==> src/rtl/sseg_mux_pkg.sv <==
`default_nettype none
// ============================================================================
// Module   : sseg_mux_pkg
// Purpose  : Shared constants and helpers for the multiplexed seven-segment
//            display driver (blank segment code, slot-index width helper,
//            active-low one-hot anode encoder).
// Revision : 1.0 - initial release
// ============================================================================
package sseg_mux_pkg;

    // All segments off (segments are active-low)
    localparam logic [6:0] SEG_BLANK  = 7'h7F;

    // Widest anode vector the helper below can produce
    localparam int         MAX_DIGITS = 8;

    // Width of a slot index for a display of n digits (DIG_W)
    function automatic int dig_w(input int n);
        return (n <= 1) ? 1 : $clog2(n);
    endfunction

    // Active-low anode vector for a slot: digit i drives an[num_digits-1-i].
    // Bits at and above num_digits stay high and are sliced off by the caller.
    function automatic logic [MAX_DIGITS-1:0] an_onehot_low(input int num_digits,
                                                            input int slot);
        logic [MAX_DIGITS-1:0] vec;
        vec = '1;
        for (int i = 0; i < MAX_DIGITS; i++) begin
            if (i == num_digits - 1 - slot) begin
                vec[i] = 1'b0;
            end
        end
        return vec;
    endfunction

endpackage : sseg_mux_pkg
`default_nettype wire

==> src/rtl/sseg_mux_prescaler.sv <==
`default_nettype none
// ============================================================================
// Module   : sseg_mux_prescaler
// Purpose  : Slot timebase for the display scanner. A prescale counter runs
//            0..PRESCALE-1; at its wrap the slot index advances through
//            0..NUM_DIGITS-1.
// Ports    : clk, reset (async, active-high)
//            cnt       - position inside the current slot
//            slot      - digit currently being scanned
//            slot_tick - registered pulse, high for the cycle after each wrap
//            frame_end - combinational, high on the last cycle of a frame
// Revision : 1.0 - initial release
// ============================================================================
module sseg_mux_prescaler
    import sseg_mux_pkg::*;
#(
    parameter int NUM_DIGITS = 4,
    parameter int PRESCALE   = 100000,
    parameter int CNT_W      = (PRESCALE > 1) ? $clog2(PRESCALE) : 1,
    parameter int DIG_W      = dig_w(NUM_DIGITS)
) (
    input  logic             clk,
    input  logic             reset,
    output logic [CNT_W-1:0] cnt,
    output logic [DIG_W-1:0] slot,
    output logic             slot_tick,
    output logic             frame_end
);

    localparam logic [CNT_W-1:0] C_CNT_LAST  = CNT_W'(PRESCALE - 1);
    localparam logic [DIG_W-1:0] C_SLOT_LAST = DIG_W'(NUM_DIGITS - 1);

    logic [CNT_W-1:0] r_cnt;
    logic [DIG_W-1:0] r_slot;
    logic             r_slot_tick;
    logic             w_wrap;

    assign w_wrap = (r_cnt == C_CNT_LAST);

    always_ff @(posedge clk or posedge reset) begin
        if (reset) begin
            r_cnt       <= '0;
            r_slot      <= '0;
            r_slot_tick <= 1'b0;
        end else begin
            r_slot_tick <= w_wrap;
            if (w_wrap) begin
                r_cnt  <= '0;
                r_slot <= (r_slot == C_SLOT_LAST) ? '0 : r_slot + 1'b1;
            end else begin
                r_cnt  <= r_cnt + 1'b1;
            end
        end
    end

    assign cnt       = r_cnt;
    assign slot      = r_slot;
    assign slot_tick = r_slot_tick;
    assign frame_end = w_wrap && (r_slot == C_SLOT_LAST);

endmodule : sseg_mux_prescaler
`default_nettype wire

==> src/rtl/sseg_mux_scan.sv <==
`default_nettype none
// ============================================================================
// Module   : sseg_mux_scan
// Purpose  : Time-multiplexed common-anode seven-segment driver. Digit data
//            is captured into shadow registers once per frame so a scan never
//            mixes two values. Adds per-digit enable and decimal point, PWM
//            brightness (read live) and a dead-time at the start of each slot.
// Ports    : clk, reset (async, active-high)
//            digits_in  - 7 active-low segment bits per digit
//            dp_mask    - decimal point per digit (1 = lit)
//            digit_en   - per-digit display enable
//            brightness - PWM duty, lit while pwm <= brightness
//            blink_mask - per-digit blink (SSEG_MUX_BLINK_EN builds only)
//            an         - active-low anodes, digit i on an[NUM_DIGITS-1-i]
//            sseg, dp   - active-low segments / decimal point
//            slot_tick  - one-cycle pulse at each slot advance
// Macro    : SSEG_MUX_BLINK_EN - adds blink_mask, BLINK_HALF and blink phase.
// Revision : 1.0 - initial release
// ============================================================================
module sseg_mux_scan
    import sseg_mux_pkg::*;
#(
    parameter int NUM_DIGITS = 4,
    parameter int PRESCALE   = 100000,
    parameter int DEAD_CYC   = 2,
    parameter int DUTY_W     = 4
`ifdef SSEG_MUX_BLINK_EN
    ,
    parameter int BLINK_HALF = 50
`endif
) (
    input  logic                    clk,
    input  logic                    reset,
    input  logic [7*NUM_DIGITS-1:0] digits_in,
    input  logic [NUM_DIGITS-1:0]   dp_mask,
    input  logic [NUM_DIGITS-1:0]   digit_en,
    input  logic [DUTY_W-1:0]       brightness,
`ifdef SSEG_MUX_BLINK_EN
    input  logic [NUM_DIGITS-1:0]   blink_mask,
`endif
    output logic [NUM_DIGITS-1:0]   an,
    output logic [6:0]              sseg,
    output logic                    dp,
    output logic                    slot_tick
);

    localparam int C_CNT_W = (PRESCALE > 1) ? $clog2(PRESCALE) : 1;
    localparam int C_DIG_W = dig_w(NUM_DIGITS);

    // ---------------------------------------------------------------- checks
    if (NUM_DIGITS < 2 || NUM_DIGITS > MAX_DIGITS) begin : g_bad_num_digits
        $error("sseg_mux_scan: NUM_DIGITS must be 2..8");
    end
    if (PRESCALE < 2 || PRESCALE <= DEAD_CYC) begin : g_bad_prescale
        $error("sseg_mux_scan: PRESCALE must be >= 2 and > DEAD_CYC");
    end
    if (DEAD_CYC < 0 || DUTY_W < 1) begin : g_bad_misc
        $error("sseg_mux_scan: DEAD_CYC must be >= 0 and DUTY_W >= 1");
    end

    // -------------------------------------------------------------- timebase
    logic [C_CNT_W-1:0] w_cnt;
    logic [C_DIG_W-1:0] w_slot;
    logic               w_frame_end;

    sseg_mux_prescaler #(
        .NUM_DIGITS (NUM_DIGITS),
        .PRESCALE   (PRESCALE),
        .CNT_W      (C_CNT_W),
        .DIG_W      (C_DIG_W)
    ) u_prescaler (
        .clk        (clk),
        .reset      (reset),
        .cnt        (w_cnt),
        .slot       (w_slot),
        .slot_tick  (slot_tick),
        .frame_end  (w_frame_end)
    );

    // ------------------------------------------------------ shadow registers
    logic [7*NUM_DIGITS-1:0] r_digits_sh;
    logic [NUM_DIGITS-1:0]   r_dp_sh;
    logic [NUM_DIGITS-1:0]   r_en_sh;
    logic                    r_load_pending;
    logic                    w_load;

    // The first edge after reset loads immediately so frame 0 is not blank.
    assign w_load = r_load_pending | w_frame_end;

    always_ff @(posedge clk or posedge reset) begin
        if (reset) begin
            r_digits_sh    <= {NUM_DIGITS{SEG_BLANK}};
            r_dp_sh        <= '0;
            r_en_sh        <= '0;
            r_load_pending <= 1'b1;
        end else begin
            r_load_pending <= 1'b0;
            if (w_load) begin
                r_digits_sh <= digits_in;
                r_dp_sh     <= dp_mask;
                r_en_sh     <= digit_en;
            end
        end
    end

    // ------------------------------------------------------------------ blink
    logic w_blink_off;

`ifdef SSEG_MUX_BLINK_EN
    localparam int C_BLK_W = (BLINK_HALF > 1) ? $clog2(BLINK_HALF) : 1;

    if (BLINK_HALF < 1) begin : g_bad_blink_half
        $error("sseg_mux_scan: BLINK_HALF must be >= 1");
    end

    logic [NUM_DIGITS-1:0] r_blink_sh;
    logic [C_BLK_W-1:0]    r_frame_cnt;
    logic                  r_blink_phase;
    logic                  w_blink_bit;

    always_ff @(posedge clk or posedge reset) begin
        if (reset) begin
            r_blink_sh    <= '0;
            r_frame_cnt   <= '0;
            r_blink_phase <= 1'b0;
        end else begin
            if (w_load) begin
                r_blink_sh <= blink_mask;
            end
            // Only real frame ends count; the post-reset load is not a frame.
            if (w_frame_end) begin
                if (r_frame_cnt == C_BLK_W'(BLINK_HALF - 1)) begin
                    r_frame_cnt   <= '0;
                    r_blink_phase <= ~r_blink_phase;
                end else begin
                    r_frame_cnt   <= r_frame_cnt + 1'b1;
                end
            end
        end
    end

    always_comb begin
        w_blink_bit = 1'b0;
        for (int i = 0; i < NUM_DIGITS; i++) begin
            if (w_slot == C_DIG_W'(i)) begin
                w_blink_bit = r_blink_sh[i];
            end
        end
    end

    assign w_blink_off = r_blink_phase & w_blink_bit;
`else
    assign w_blink_off = 1'b0;
`endif

    // ------------------------------------------------------------ pwm / lit
    logic [DUTY_W-1:0] r_pwm;

    always_ff @(posedge clk or posedge reset) begin
        if (reset) begin
            r_pwm <= '0;
        end else begin
            r_pwm <= r_pwm + 1'b1;
        end
    end

    logic [6:0]              w_code;
    logic                    w_en_bit;
    logic                    w_dp_bit;
    logic                    w_lit;
    logic [MAX_DIGITS-1:0]   w_an_full;

    always_comb begin
        w_code   = SEG_BLANK;
        w_en_bit = 1'b0;
        w_dp_bit = 1'b0;
        for (int i = 0; i < NUM_DIGITS; i++) begin
            if (w_slot == C_DIG_W'(i)) begin
                w_code   = r_digits_sh[7*i +: 7];
                w_en_bit = r_en_sh[i];
                w_dp_bit = r_dp_sh[i];
            end
        end
    end

    assign w_an_full = an_onehot_low(NUM_DIGITS, int'(w_slot));
    assign w_lit     = w_en_bit
                     && (int'(w_cnt) >= DEAD_CYC)
                     && (r_pwm <= brightness)
                     && !w_blink_off;

    // ---------------------------------------------------------- output regs
    logic [NUM_DIGITS-1:0] r_an;
    logic [6:0]            r_sseg;
    logic                  r_dp;

    always_ff @(posedge clk or posedge reset) begin
        if (reset) begin
            r_an   <= '1;
            r_sseg <= SEG_BLANK;
            r_dp   <= 1'b1;
        end else if (w_lit) begin
            r_an   <= w_an_full[NUM_DIGITS-1:0];
            r_sseg <= w_code;
            r_dp   <= ~w_dp_bit;
        end else begin
            r_an   <= '1;
            r_sseg <= SEG_BLANK;
            r_dp   <= 1'b1;
        end
    end

    assign an   = r_an;
    assign sseg = r_sseg;
    assign dp   = r_dp;

endmodule : sseg_mux_scan
`default_nettype wire

==> config.mk <==
export PLATFORM = sky130hd
export DESIGN_NAME = sseg_mux_scan
export DESIGN_NICKNAME = d
export VERILOG_FILES = /design/src/rtl/sseg_mux_pkg.sv /design/src/rtl/sseg_mux_prescaler.sv /design/src/rtl/sseg_mux_scan.sv
export SDC_FILE = /design/constraint.sdc
export NUM_CORES = 1
export LEC_CHECK = 0
export BUFFER_PORTS_ARGS = -buffer_cell sky130_fd_sc_hd__buf_4
export CELL_PAD_IN_SITES_DETAIL_PLACEMENT = 1
export CELL_PAD_IN_SITES_GLOBAL_PLACEMENT = 1
export CORE_MARGIN = 2
export CORE_UTILIZATION = 30
export CTS_BUF_LIST = sky130_fd_sc_hd__clkbuf_8
export DETAILED_ROUTE_END_ITERATION = 8
export GPL_TIMING_DRIVEN = 1
export MAX_ROUTING_LAYER = met4
export PLACE_DENSITY_LB_ADDON = 0.1
export SLEW_MARGIN = 40
export SYNTH_ARGS = -nofsm -noshare
export SYNTH_HDL_FRONTEND = slang
export SYNTH_HIERARCHICAL = 1
export SYNTH_SLANG_ARGS = --single-unit
==> constraint.sdc <==
create_clock -name clk -period 2.69 [get_ports clk]
set_input_delay 0.4035 -clock clk [delete_from_list [all_inputs] [get_ports clk]]
set_output_delay 0.4035 -clock clk [all_outputs]
set_load 0.02 [all_outputs]
==> results.cfg, run 1 <==
[drt]
drc = 0
drt_wl_total_um = 6970
vias = 2063
viasPerCell = 4.64
dr.pass1.iters = 4
drt_iter0_markers = 45
wl_per_cell_um = 15.7
final_antenna_net_count = 0

[logic_synthesis]
syn_nets = 286
yosys.area.top_type_share_pct = 33.0
synth_seq_cells = 73
avgSynthCellArea_um2 = 13.8
yosysWarnings = 6
yosysTopAreaCell = dfstp_2
synth_cell_type_count = 35
syn_inst = 237
yosysSeqAreaShare_pct = 57.5
syn-cell-area_mm2 = 0.00326
synth_area_leaders = dfstp_2 (33%), dfrtp_1 (25%), mux2_2 (13%), mux4_2 (4.8%), xnor2_1 (3.0%)

[timing]
slew_viol_final = 0
timing.hold.ws_ns = 0.0653
fin_crit_ns = 2.12
finalHoldViolations = 0
relSlewSlack_pct = 53.2
skew_ns = 0.0141
rsz0062_at_grt = no
fin_setup_tns_ns = 0
max_freq_ghz = 0.472
setup_viol = 0
tightest_slew_ns = 0.702
finalCritPeriodShare_pct = 78.8

[setup_path]
crit_path_end_kind = register
cp_max_fo = 36
worstPathRequired_ns = 2.92
r2r_cells = 7
crit_arrival_ns = 2.35
critPathLaunchType = register
crit_type = reg2reg

[floorplan]
start_util_pct = 30.4
ios = 55
rows = 38
die_h_um = 108
core_area_mm2 = 0.0107
die_area_mm2 = 0.0117
die_w_um = 108

[clock_network]
clk_latency_ns = 0.35
cts_tree = done
clock-sinks = 73
clk_pin_slew_ns = 0.08
root_buffer = clkbuf_8
ctsResizeCount = 0
cts_hold_buf = 0
cts_max_level = 3
cts_buffer_depth = 2
cts_setup_buffers = 0
cts_made_buffers = 9

[global_routing]
grt_pass1_wl_um = 11600
antenna_found_initial = 0
grt_overflow_total = 0
grt_max_degree = 37
grt_usage_pct = 13.4
grt_pass1_vias = 2252

[power_and_ir_drop]
internal_power_uw = 1790
pwr-share-comb_pct = 10.1
pwr-share-clk_pct = 37.0
p_leak_uw = 0.00177
switching_share_pct = 23.3
vdd_drop_max_mv = 0.247
seq_power_share_pct = 52.9
p_per_area_mw_per_mm2 = 577
switchingPower_uw = 545

[cells_and_area]
area_growth_syn_to_layout_pct = 24.1
antenna_cells = 0
final_cell_mix = buf_4 (59), dfstp_2 (41), mux2_2 (37)
final_nets = 349
layout-drive-gt1-share_pct = 54.1
fillers = 1165
layout_commonest_cell = buf_4

[hold_path]
hold_path_class = in2async

[status]
status = completed

[place]
port_buffers = 54
dp_hpwl_um = 4810
finalWeightedCongestion = 0.727

[run]
drv_cap = 0
## synth_stat cells (all sizes together)
master / instances
dfstp: 41
buf: 8
nand3: 15
nand4b: 2
and4bb: 1
and2: 2
a21o: 1
conb: 1
xnor2: 11
xor2: 6
or4b: 1
nor3: 6
nor4: 8
mux4: 9
o211a: 1
nor2: 13
and3: 1
nand4: 9
or3: 1
mux2: 38
nand2: 4
and4: 1
nor2b: 2
ha: 7
inv: 15
dfrtp: 32
o21ai: 1
## power groups by stage
stage	Combinational, uW	Clock [uW]	Sequential [uW]
floorplan	128	0	1260
global placement	238	0	1260
detailed placement	241	0	1260
CTS	242	908	1240
global route	261	960	1250
finish	235	865	1240
## routing by layer
layer	GRT usage, %	share of wire [%]
met5	-	0
met4	4.67	1.6
met3	3.80	3.7
met2	21.5	50
met1	16.4	44
## flip-flops by register name, summed over array words and instances, names as in the netlist, 2 cells and up
name	cells
u_prescaler/cnt	17
r_pwm	4
r_dp_sh	4
r_digits_sh	28
an	4
r_en_sh	4
sseg	7
u_prescaler/slot	2
## per-stage QoR
step | std cells | util, % | instance area (um^2) | power [uW] | setup slack [ns]
2_1_floorplan | 237 | - | 3260 | 1390 | 0.653
3_3_place_gp | 429 | 35.9 | 3850 | 1490 | 0.586
3_5_place_dp | 429 | 35.9 | 3850 | 1500 | 0.552
4_1_cts | 445 | 37.7 | 4050 | 2390 | 0.528
5_1_grt | 445 | 37.7 | 4050 | 2470 | 0.368
6_report | 445 | 37.7 | 4050 | 2340 | 0.571
## logic make-up after synthesis
family,share of synthesized area [%]
AO/OA/AOI/OAI,0.690
other,0.115
multiplexers,19.7
flip-flops,57.5
buffers and inverters,3.37
XOR/XNOR,4.56
AND/OR/NAND/NOR,11.4
adder cells (fa/ha/maj),2.68
## final cells by class
class                   instances  area (um^2)  area share [%]
flip-flops and latches         73         1880            46.4
multi-input cells             141         1280            31.6
repair buffers                 60          463            11.4
well taps                     140          175            4.32
clock buffers                  10          138            3.40
clock inverters                 6         60.1            1.48
inverters                      15         56.3            1.39
## path summary, 6_finish.rpt
check	start	end	slack (ns)
max in group asynchronous	reset	r_load_pending	1.70
min	reset	u_prescaler/cnt[7]	0.07
min reg2reg	r_pwm[3]	r_pwm[3]	0.48
max reg2reg	u_prescaler/cnt[0]	r_en_sh[2]	0.57
min in group clk	digits_in[10]	r_digits_sh[10]	0.28
max	u_prescaler/cnt[0]	r_en_sh[2]	0.57
## worst max-delay path: stages, from the launching register on
cell,delay (ns)
dfrtp_1,0.42
ha_1,0.26
nand4_1,0.28
nor3_1,0.32
and2_1,0.21
nor2_4,0.05
buf_12,0.17
mux2_2,0.28
Note: power is estimated with default switching activity, not from simulation.
==> run 2: changes to the inputs <==
Clock period 2.69 ns to 2.1 ns, I/O delays scaled along.
==> results.cfg, run 2 (same netlist as run 1, synthesis figures left out) <==
[place]
dp_hpwl_um = 5080
port_buffers = 54
post-place-cells = 443
dpl_cell_area_mm2 = 0.00397
finalWeightedCongestion = 0.762
place_ws_ns = 0.157

[hold_path]
min-delay-start = digits_in[3]
holdPathEnd = r_digits_sh[3]
whs_path_depth = 2
hold_path_class = in2reg

[clock_network]
clock-sinks = 73
cts_made_buffers = 9
cts_max_level = 3
clk_latency_ns = 0.35
cts_tree = done
clk_pin_slew_ns = 0.08
root_buffer = clkbuf_8
cts_buffer_depth = 2

[timing]
skew_ns = 0.00864
fin_crit_ns = 1.94
finalHoldViolations = 0
setup_viol = 0
slew_viol_final = 0
rsz0062_at_grt = no
layout_setup_ws_ns = 0.165
max_freq_ghz = 0.517
finalCritPeriodShare_pct = 92.1
fin_setup_tns_ns = 0

[cells_and_area]
layout.cells.non_filler = 460
largest_reg_flops = 28
final_area_mm2 = 0.00417
layout_commonest_cell = buf_4
final_nets = 364
area_growth_syn_to_layout_pct = 27.9
antenna_cells = 0
top_register = r_digits_sh
layout-drive-gt1-share_pct = 55.9
fillers = 1183
final_cell_mix = buf_4 (72), dfstp_2 (41), mux2_2 (37)

[global_routing]
antenna_found_initial = 0
grt_overflow_total = 0
grt_pass1_wl_um = 11800
grt_pass1_vias = 2318
grt_usage_pct = 13.8
grt_max_degree = 31

[setup_path]
crit_arrival_ns = 2.17
crit_chain = or4b_1 > nor3_1 > and2_1 > nor2_4 > buf_12 > mux2_2
crit_type = reg2reg
r2r_start = u_prescaler/cnt[13]
worst-path-buf-inv = 1
r2r_end = r_en_sh[1]
critPathLaunchType = register
path_delay_family = simple AND/OR/NAND/NOR gates
critPathLaunch = u_prescaler/cnt[13]
critPathMaxStageDelay_ns = 0.48
r2r_cells = 6
cp_max_fo = 30
rrSetupSlack_ns = 0.16
worstPathRequired_ns = 2.34
crit_path_end_kind = register
slowest_stage = or4b_1

[power_and_ir_drop]
p_per_area_mw_per_mm2 = 717
switchingPower_uw = 716
vdd_drop_max_mv = 0.344
seq_power_share_pct = 53.0
pwr-share-clk_pct = 36.7
pwr-share-comb_pct = 10.4
p_leak_uw = 0.00185
switching_share_pct = 23.9
internal_power_uw = 2280

[drt]
vias = 2120
drt_wl_total_um = 7060
drc = 0
wl_per_cell_um = 15.3
final_antenna_net_count = 0
drt_iter0_markers = 21
dr.pass1.iters = 3
viasPerCell = 4.61

[floorplan]
die_h_um = 108
die_w_um = 108
ios = 55
core_area_mm2 = 0.0107
die_area_mm2 = 0.0117
rows = 38
start_util_pct = 30.4

[run]
drv_cap = 0

[status]
status = completed
-- run 2: layout make-up --
| type | count | area [um^2] | share of cell area, % |
|---|---|---|---|
| multi-input cells | 141 | 1280 | 30.7 |
| clock buffers | 9 | 124 | 2.97 |
| inverters | 15 | 56.3 | 1.35 |
| flip-flops and latches | 73 | 1880 | 45.0 |
| clock inverters | 7 | 68.8 | 1.65 |
| well taps | 140 | 175 | 4.20 |
| repair buffers | 75 | 591 | 14.1 |
-- run 2: how the worst max path moves through the flow --
stage                     cells past startpoint  slack, ns          to
after global routing                          6       0.02  r_en_sh[1]
final                                         6       0.16  r_en_sh[1]
after global placement                        6       0.18  r_dp_sh[1]
after CTS                                     6       0.14  r_en_sh[1]
after detailed placement                      6       0.16  r_en_sh[1]
after floorplan                               7       0.06  r_dp_sh[0]
-- run 2: power groups by stage --
stage	clock network (uW)	logic, uW	registers, uW
3_5_place_dp	0	319	1610
6_report	1100	310	1590
3_3_place_gp	0	314	1610
5_1_grt	1210	345	1600
4_1_cts	1160	321	1590
2_1_floorplan	0	164	1620
-- run 2: routing by layer --
| metal | global-route usage [%] | vias up | wire length [um] |
|---|---|---|---|
| li1 | - | 998 | - |
| met1 | 16.4 | 1078 | 3050 |
| met2 | 22.8 | 35 | 3610 |
| met3 | 3.86 | 9 | 292 |
| met4 | 4.67 | 0 | 110 |
| met5 | - | - | 0 |
-- run 2: timing repair --
action	4_1_cts	5_1_grt
setup endpoints to repair	0	0
buffers inserted	0	0
endpoints found under the hold margin	26	0
hold buffers	1	0
resized for setup	0	0
-- run 2: metrics by stage --
stage | power [uW] | hold slack, ns | utilization [%]
2_1_floorplan | 1780 | 0.279 | -
3_3_place_gp | 1920 | 0.338 | 37.0
3_5_place_dp | 1930 | 0.334 | 37.0
4_1_cts | 3070 | 0.163 | 38.8
5_1_grt | 3150 | 0.174 | 38.8
6_report | 2990 | 0.187 | 38.8
